===== config.mk =====
export PLATFORM = sky130hd
export DESIGN_NAME = serv_irq_ctrl
export DESIGN_NICKNAME = d
export VERILOG_FILES = /design/src/rtl/serv_irq_pkg.sv /design/src/rtl/serv_irq_sync.sv /design/src/rtl/serv_irq_ctrl.sv
export SDC_FILE = /design/constraint.sdc
export NUM_CORES = 1
export LEC_CHECK = 0
export ABC_AREA = 1
export CAP_MARGIN = 20
export CORE_AREA = 2 2 39 41
export CTS_CLUSTER_SIZE = 12
export DETAILED_ROUTE_END_ITERATION = 6
export DIE_AREA = 0 0 41 43
export GPL_TIMING_DRIVEN = 0
export HOLD_SLACK_MARGIN = 0.03
export PLACE_DENSITY_LB_ADDON = 0.05
export SLEW_MARGIN = 20
export SYNTH_ARGS = -nofsm -noshare
export SYNTH_HDL_FRONTEND = slang
export SYNTH_SLANG_ARGS = --single-unit
export TNS_END_PERCENT = 30

===== constraint.sdc =====
create_clock -name i_clk -period 1.2 [get_ports i_clk]
set_clock_uncertainty 0.05 [all_clocks]
set_input_delay 0.18 -clock i_clk [delete_from_list [all_inputs] [get_ports i_clk]]
set_output_delay 0.18 -clock i_clk [all_outputs]
set_load 0.02 [all_outputs]

===== src/rtl/serv_irq_pkg.sv =====
`default_nettype none
// serv_irq_pkg: state encoding, cause codes and mie bit positions for serv_irq_ctrl.
package serv_irq_pkg;

  typedef enum logic [1:0] {
    IDLE = 2'd0,
    REQ  = 2'd1,
    TRAP = 2'd2
  } irq_state_t;

  localparam logic [3:0] CAUSE_MSI = 4'd3;
  localparam logic [3:0] CAUSE_MTI = 4'd7;
  localparam logic [3:0] CAUSE_MEI = 4'd11;

  localparam int MIE_MSIE = 0;
  localparam int MIE_MTIE = 1;
  localparam int MIE_MEIE = 2;

  // Fixed priority MEI > MSI > MTI; only meaningful when at least one bit is set.
  function automatic logic [3:0] irq_cause(input logic [2:0] pend);
    if (pend[MIE_MEIE])      return CAUSE_MEI;
    else if (pend[MIE_MSIE]) return CAUSE_MSI;
    else                     return CAUSE_MTI;
  endfunction

endpackage
`default_nettype wire


===== src/rtl/serv_irq_sync.sv =====
`default_nettype none
// serv_irq_sync: async-reset flop chain bringing the external interrupt level into the clk domain.
module serv_irq_sync #(
  parameter int STAGES = 2
) (
  input  logic clk,
  input  logic rst_n,
  input  logic d,
  output logic q
);

  logic [STAGES-1:0] sync_ff;

  always_ff @(posedge clk or negedge rst_n) begin
    if (!rst_n) begin
      sync_ff <= '0;
    end else begin
      sync_ff <= {sync_ff[STAGES-2:0], d};
    end
  end

  assign q = sync_ff[STAGES-1];

endmodule
`default_nettype wire


===== src/rtl/serv_irq_ctrl.sv =====
`default_nettype none
// serv_irq_ctrl: machine-level irq masking, priority, req/ack handshake and serial mcause stream.
// Optional external interrupt path enabled by defining SERV_IRQ_CTRL_EXT_EN.
module serv_irq_ctrl
  import serv_irq_pkg::*;
#(
  parameter int W           = 1,
  parameter int SYNC_STAGES = 2
) (
  input  logic         i_clk,
  input  logic         i_rst_n,
  input  logic         i_msip,
  input  logic         i_mtip,
  input  logic         i_meip,
  input  logic         i_mstatus_mie,
  input  logic [2:0]   i_mie,
  input  logic         i_irq_ack,
  input  logic         i_trap_done,
  input  logic         i_en,
  input  logic         i_cnt0to3,
  input  logic [1:0]   i_cnt_lo,
  input  logic         i_cnt_done,
  output logic         o_irq_req,
  output logic [W-1:0] o_mcause,
  output logic         o_busy
);

  irq_state_t   state;
  logic [3:0]   cause;
  logic         meip_s;
  logic [2:0]   pend;
  logic [3:0]   win;
  logic [W-1:0] cause_bits;

`ifdef SERV_IRQ_CTRL_EXT_EN
  serv_irq_sync #(
    .STAGES (SYNC_STAGES)
  ) u_meip_sync (
    .clk   (i_clk),
    .rst_n (i_rst_n),
    .d     (i_meip),
    .q     (meip_s)
  );
`else
  logic unused_ext;
  assign unused_ext = i_meip;
  assign meip_s     = 1'b0;
`endif

  assign pend = {meip_s & i_mie[MIE_MEIE],
                 i_mtip & i_mie[MIE_MTIE],
                 i_msip & i_mie[MIE_MSIE]} & {3{i_mstatus_mie}};
  assign win  = irq_cause(pend);

  // Code tracks the best pending source until ack, then stays frozen for the whole trap.
  always_ff @(posedge i_clk or negedge i_rst_n) begin
    if (!i_rst_n) begin
      state     <= IDLE;
      cause     <= '0;
      o_irq_req <= 1'b0;
      o_busy    <= 1'b0;
    end else begin
      case (state)
        IDLE: begin
          if (|pend) begin
            state     <= REQ;
            cause     <= win;
            o_irq_req <= 1'b1;
            o_busy    <= 1'b1;
          end
        end
        REQ: begin
          if (i_irq_ack) begin
            state     <= TRAP;
            o_irq_req <= 1'b0;
          end else if (!(|pend)) begin
            state     <= IDLE;
            o_irq_req <= 1'b0;
            o_busy    <= 1'b0;
          end else begin
            cause <= win;
          end
        end
        TRAP: begin
          if (i_trap_done) begin
            state  <= IDLE;
            o_busy <= 1'b0;
          end
        end
        default: begin
          state     <= IDLE;
          o_irq_req <= 1'b0;
          o_busy    <= 1'b0;
        end
      endcase
    end
  end

  generate
    if (W == 1) begin : g_serial
      assign cause_bits = cause[i_cnt_lo];
    end else begin : g_nibble
      logic [1:0] unused_cnt_lo;
      assign unused_cnt_lo = i_cnt_lo;
      assign cause_bits    = cause[W-1:0];
    end
  endgenerate

  // The MSB of the last datapath beat carries mcause[31], which is always 1 for interrupts.
  always_comb begin
    o_mcause = '0;
    if (state == TRAP && i_en) begin
      if (i_cnt0to3) o_mcause = cause_bits;
      if (i_cnt_done) o_mcause[W-1] = 1'b1;
    end
  end

endmodule
`default_nettype wire

==> metrics.cfg <==
[outcome]
status=complete, but fails checks
violations=negative setup slack

[logic_synthesis]
post_synth_main_area_contributors=dfrtp_1 (47%), nand2_1 (13%), nand3_2 (6.2%), nand2_2 (5.8%), a21oi_1 (4.7%)
synth_cell_types=15
syn_area_um2=322
synth-adder-area-share_pct=0
synth_nets=56
synth_compound_area_share_pct=14.8
synth.area.mux_share_pct=0
syn_area_per_cell_um2=8.04
seq_area_frac_synth_pct=46.7
ys_ff_latch=6
synth_cells=40
synth_xor_area_share_pct=0
yosys.area.top_type=dfrtp_1
synth_top_family_by_area=simple AND/OR/NAND/NOR gates
synthSimpleGateAreaFrac_pct=31.1
yosys_warnings=0
synth_top_area_share_pct=46.7

[routing]
wl_per_cell_um=9.96
first_iter_violations=1
viasPerCell=4.24
routed_wl_um=757
ant_nets=0
post-route-drc-count=0
dr_total_vias=322
first_pass_iters=2

[sta]
hold_violations=0
max_freq_mhz=761
tightest_slew_ns=0.285
period_share_pct=110
setup_ws_ns=-0.115
grt_setup_unrepaired=yes
setup-violations-final=1
drv_slew=0
min_period_ns=1.31
relSlewSlack_pct=81.0

[final_layout]
multiInputGateArea_um2=151
regArea_um2=151
nFillCells=155
drive_above_1_share_pct=25.0
final_util_pct=38.7
finalNetCount=78
diodes=0
fin_area_um2=536
syn_to_final_growth_pct=66.5

[clocking]
insertion_delay_ns=0.24
cts_root_buffer=clkbuf_4
cts_buffer_depth=2
ctsHtreeMaxLevel=1
cts_tree=done
clkSinkCount=6
cts.clk_slew.worst_paths_ns=0.05
cts_made_buffers=3

[critical_path]
required_ns=0.97
cp_cell_sequence=o21a_1 > a21oi_2 > nor2_1 > buf_4
crit_fanout=2
critPathSlowestCell=dfrtp_1
max_stage_delay_ns=0.37
end_kind=output pin
path_class=reg -> out
start_kind=register
cp.arrival_ns=1.08

[global_routing]
grt_overflow=0
grt_max_degree=7
grt_pass1_wl_um=1120
antenna_found_initial=0
grt.total_usage_pct=9.68
grt_pass1_vias=279

[floorplanning]
die_w_um=41
core.rowCount=14
ios=19
chipHeight_um=43
core_area_um2=1380
initial_core_util_pct=23.2
dieArea_um2=1760

[placed_design]
dp_slack_ns=-0.555
routabilityCongestion=0.734
place_area_um2=502
place_hpwl_um=617
io_buffers=16

[pwr]
power_density_nw_per_um2=1150
peakVddDrop_mv=0.859
leakage_nw=0.262

[run]
maxCapViolCount=0

[hold_path]
min_path_type=in -> async

==> critical path: cells and delay by family (launching register included) <==
kind | cells | cell delay [ns]
AND/OR/NAND/NOR | 1 | 0.05
AO/OA/AOI/OAI | 2 | 0.28
buffers and inverters | 1 | 0.15
flip-flops | 1 | 0.37
==> cell type report <==
class / instances / share of cell area [%]
Tap cell: 16 / 3.74
Clock buffer: 3 / 4.21
Inverter: 6 / 4.44
Sequential cell: 6 / 28.3
Timing Repair Buffer: 17 / 31.1
Multi-Input combinational cell: 28 / 28.3
==> power by group <==
part           internal, mW  switching (mW)
Sequential            0.235          0.0210
Clock                 0.113          0.0679
Combinational        0.0893          0.0881
Total                 0.437           0.177
==> final timing paths <==
kind                            slack, ns  cells after the start     start       end
worst max-delay path                -0.11                      4  cause[1]  o_mcause
worst min-delay path                 0.14                      1   i_rst_n  state[1]
worst max register to register       0.16                      6  state[1]  cause[2]
worst min register to register       0.42                      2    o_busy    o_busy
max in group asynchronous            0.72                      1   i_rst_n  state[0]
min in group i_clk                   0.42                      2    o_busy    o_busy
==> metal layers <==
layer	global-route usage, %	up-vias	wire length, µm
met4	2.00	0	0
met2	13.8	10	356
li1	-	173	-
met1	12.1	139	333
met5	0	-	0
met3	6.28	0	67
==> registers in the layout, summed over array words and instances, names as in the netlist <==
register   count
cause          2
state          2
o_busy         1
o_irq_req      1
==> kinds of logic (layout without fill, tap and decap cells) <==
group           after synthesis  after routing
compound gates                8              8
buf+inv                       6             26
flops                         6              6
simple gates                 20             20
==> synthesized netlist by cell type <==
| cell | n |
|---|---|
| inv_2 | 2 |
| o21a_1 | 1 |
| a21oi_1 | 3 |
| dfrtp_1 | 6 |
| nand3_2 | 2 |
| o21bai_1 | 1 |
| nand2_2 | 3 |
| nor2_1 | 1 |
| o21ai_0 | 2 |
| nand3_1 | 2 |
| inv_1 | 3 |
| o31ai_1 | 1 |
| clkinv_2 | 1 |
| nand2_1 | 11 |
| nand4_1 | 1 |
==> metrics by stage <==
| step | hold WS [ns] | cells | power, mW | setup TNS [ns] |
|---|---|---|---|---|
| final | 0.137 | 76 | 0.614 | -0.115 |
| after global routing | 0.154 | 76 | 0.660 | -0.211 |
| after CTS | 0.152 | 75 | 0.614 | -0.156 |
| after detailed placement | 0.407 | 72 | 0.440 | -1.11 |
| after global placement | 0.397 | 72 | 0.439 | -1.01 |
| after floorplan | -0.166 | 40 | 0.341 | 0 |
==> placed cells by master (no fill, tap or decap) <==
master           netlist  layout
inv_1                  3       3
clkdlybuf4s15_1        0       1
inv_2                  2       2
a21oi_2                0       1
buf_4                  0       2
nand4_1                1       1
o21ai_0                2       1
nor2_1                 1       1
clkbuf_4               0       3
dfrtp_1                6       5
a21oi_1                3       2
o21bai_1               1       1
dlymetal6s2s_1         0       1
dfrtp_2                0       1
clkinv_2               1       1
nand3_2                2       2
dlygate4sd2_1          0       1
clkdlybuf4s50_1        0      12
nand2_1               11      11
o21ai_1                0       1
nand2_2                3       3
nand3_1                2       2
o21a_1                 1       1
o31ai_1                1       1
==> what timing repair did <==
action	in CTS	in global routing
setup endpoints to repair	3	2
buffers inserted	0	1
pin swaps	0	2
hold buffers	0	0
gates resized for setup	6	6
No activity file was read; power rests on OpenSTA's default activity.
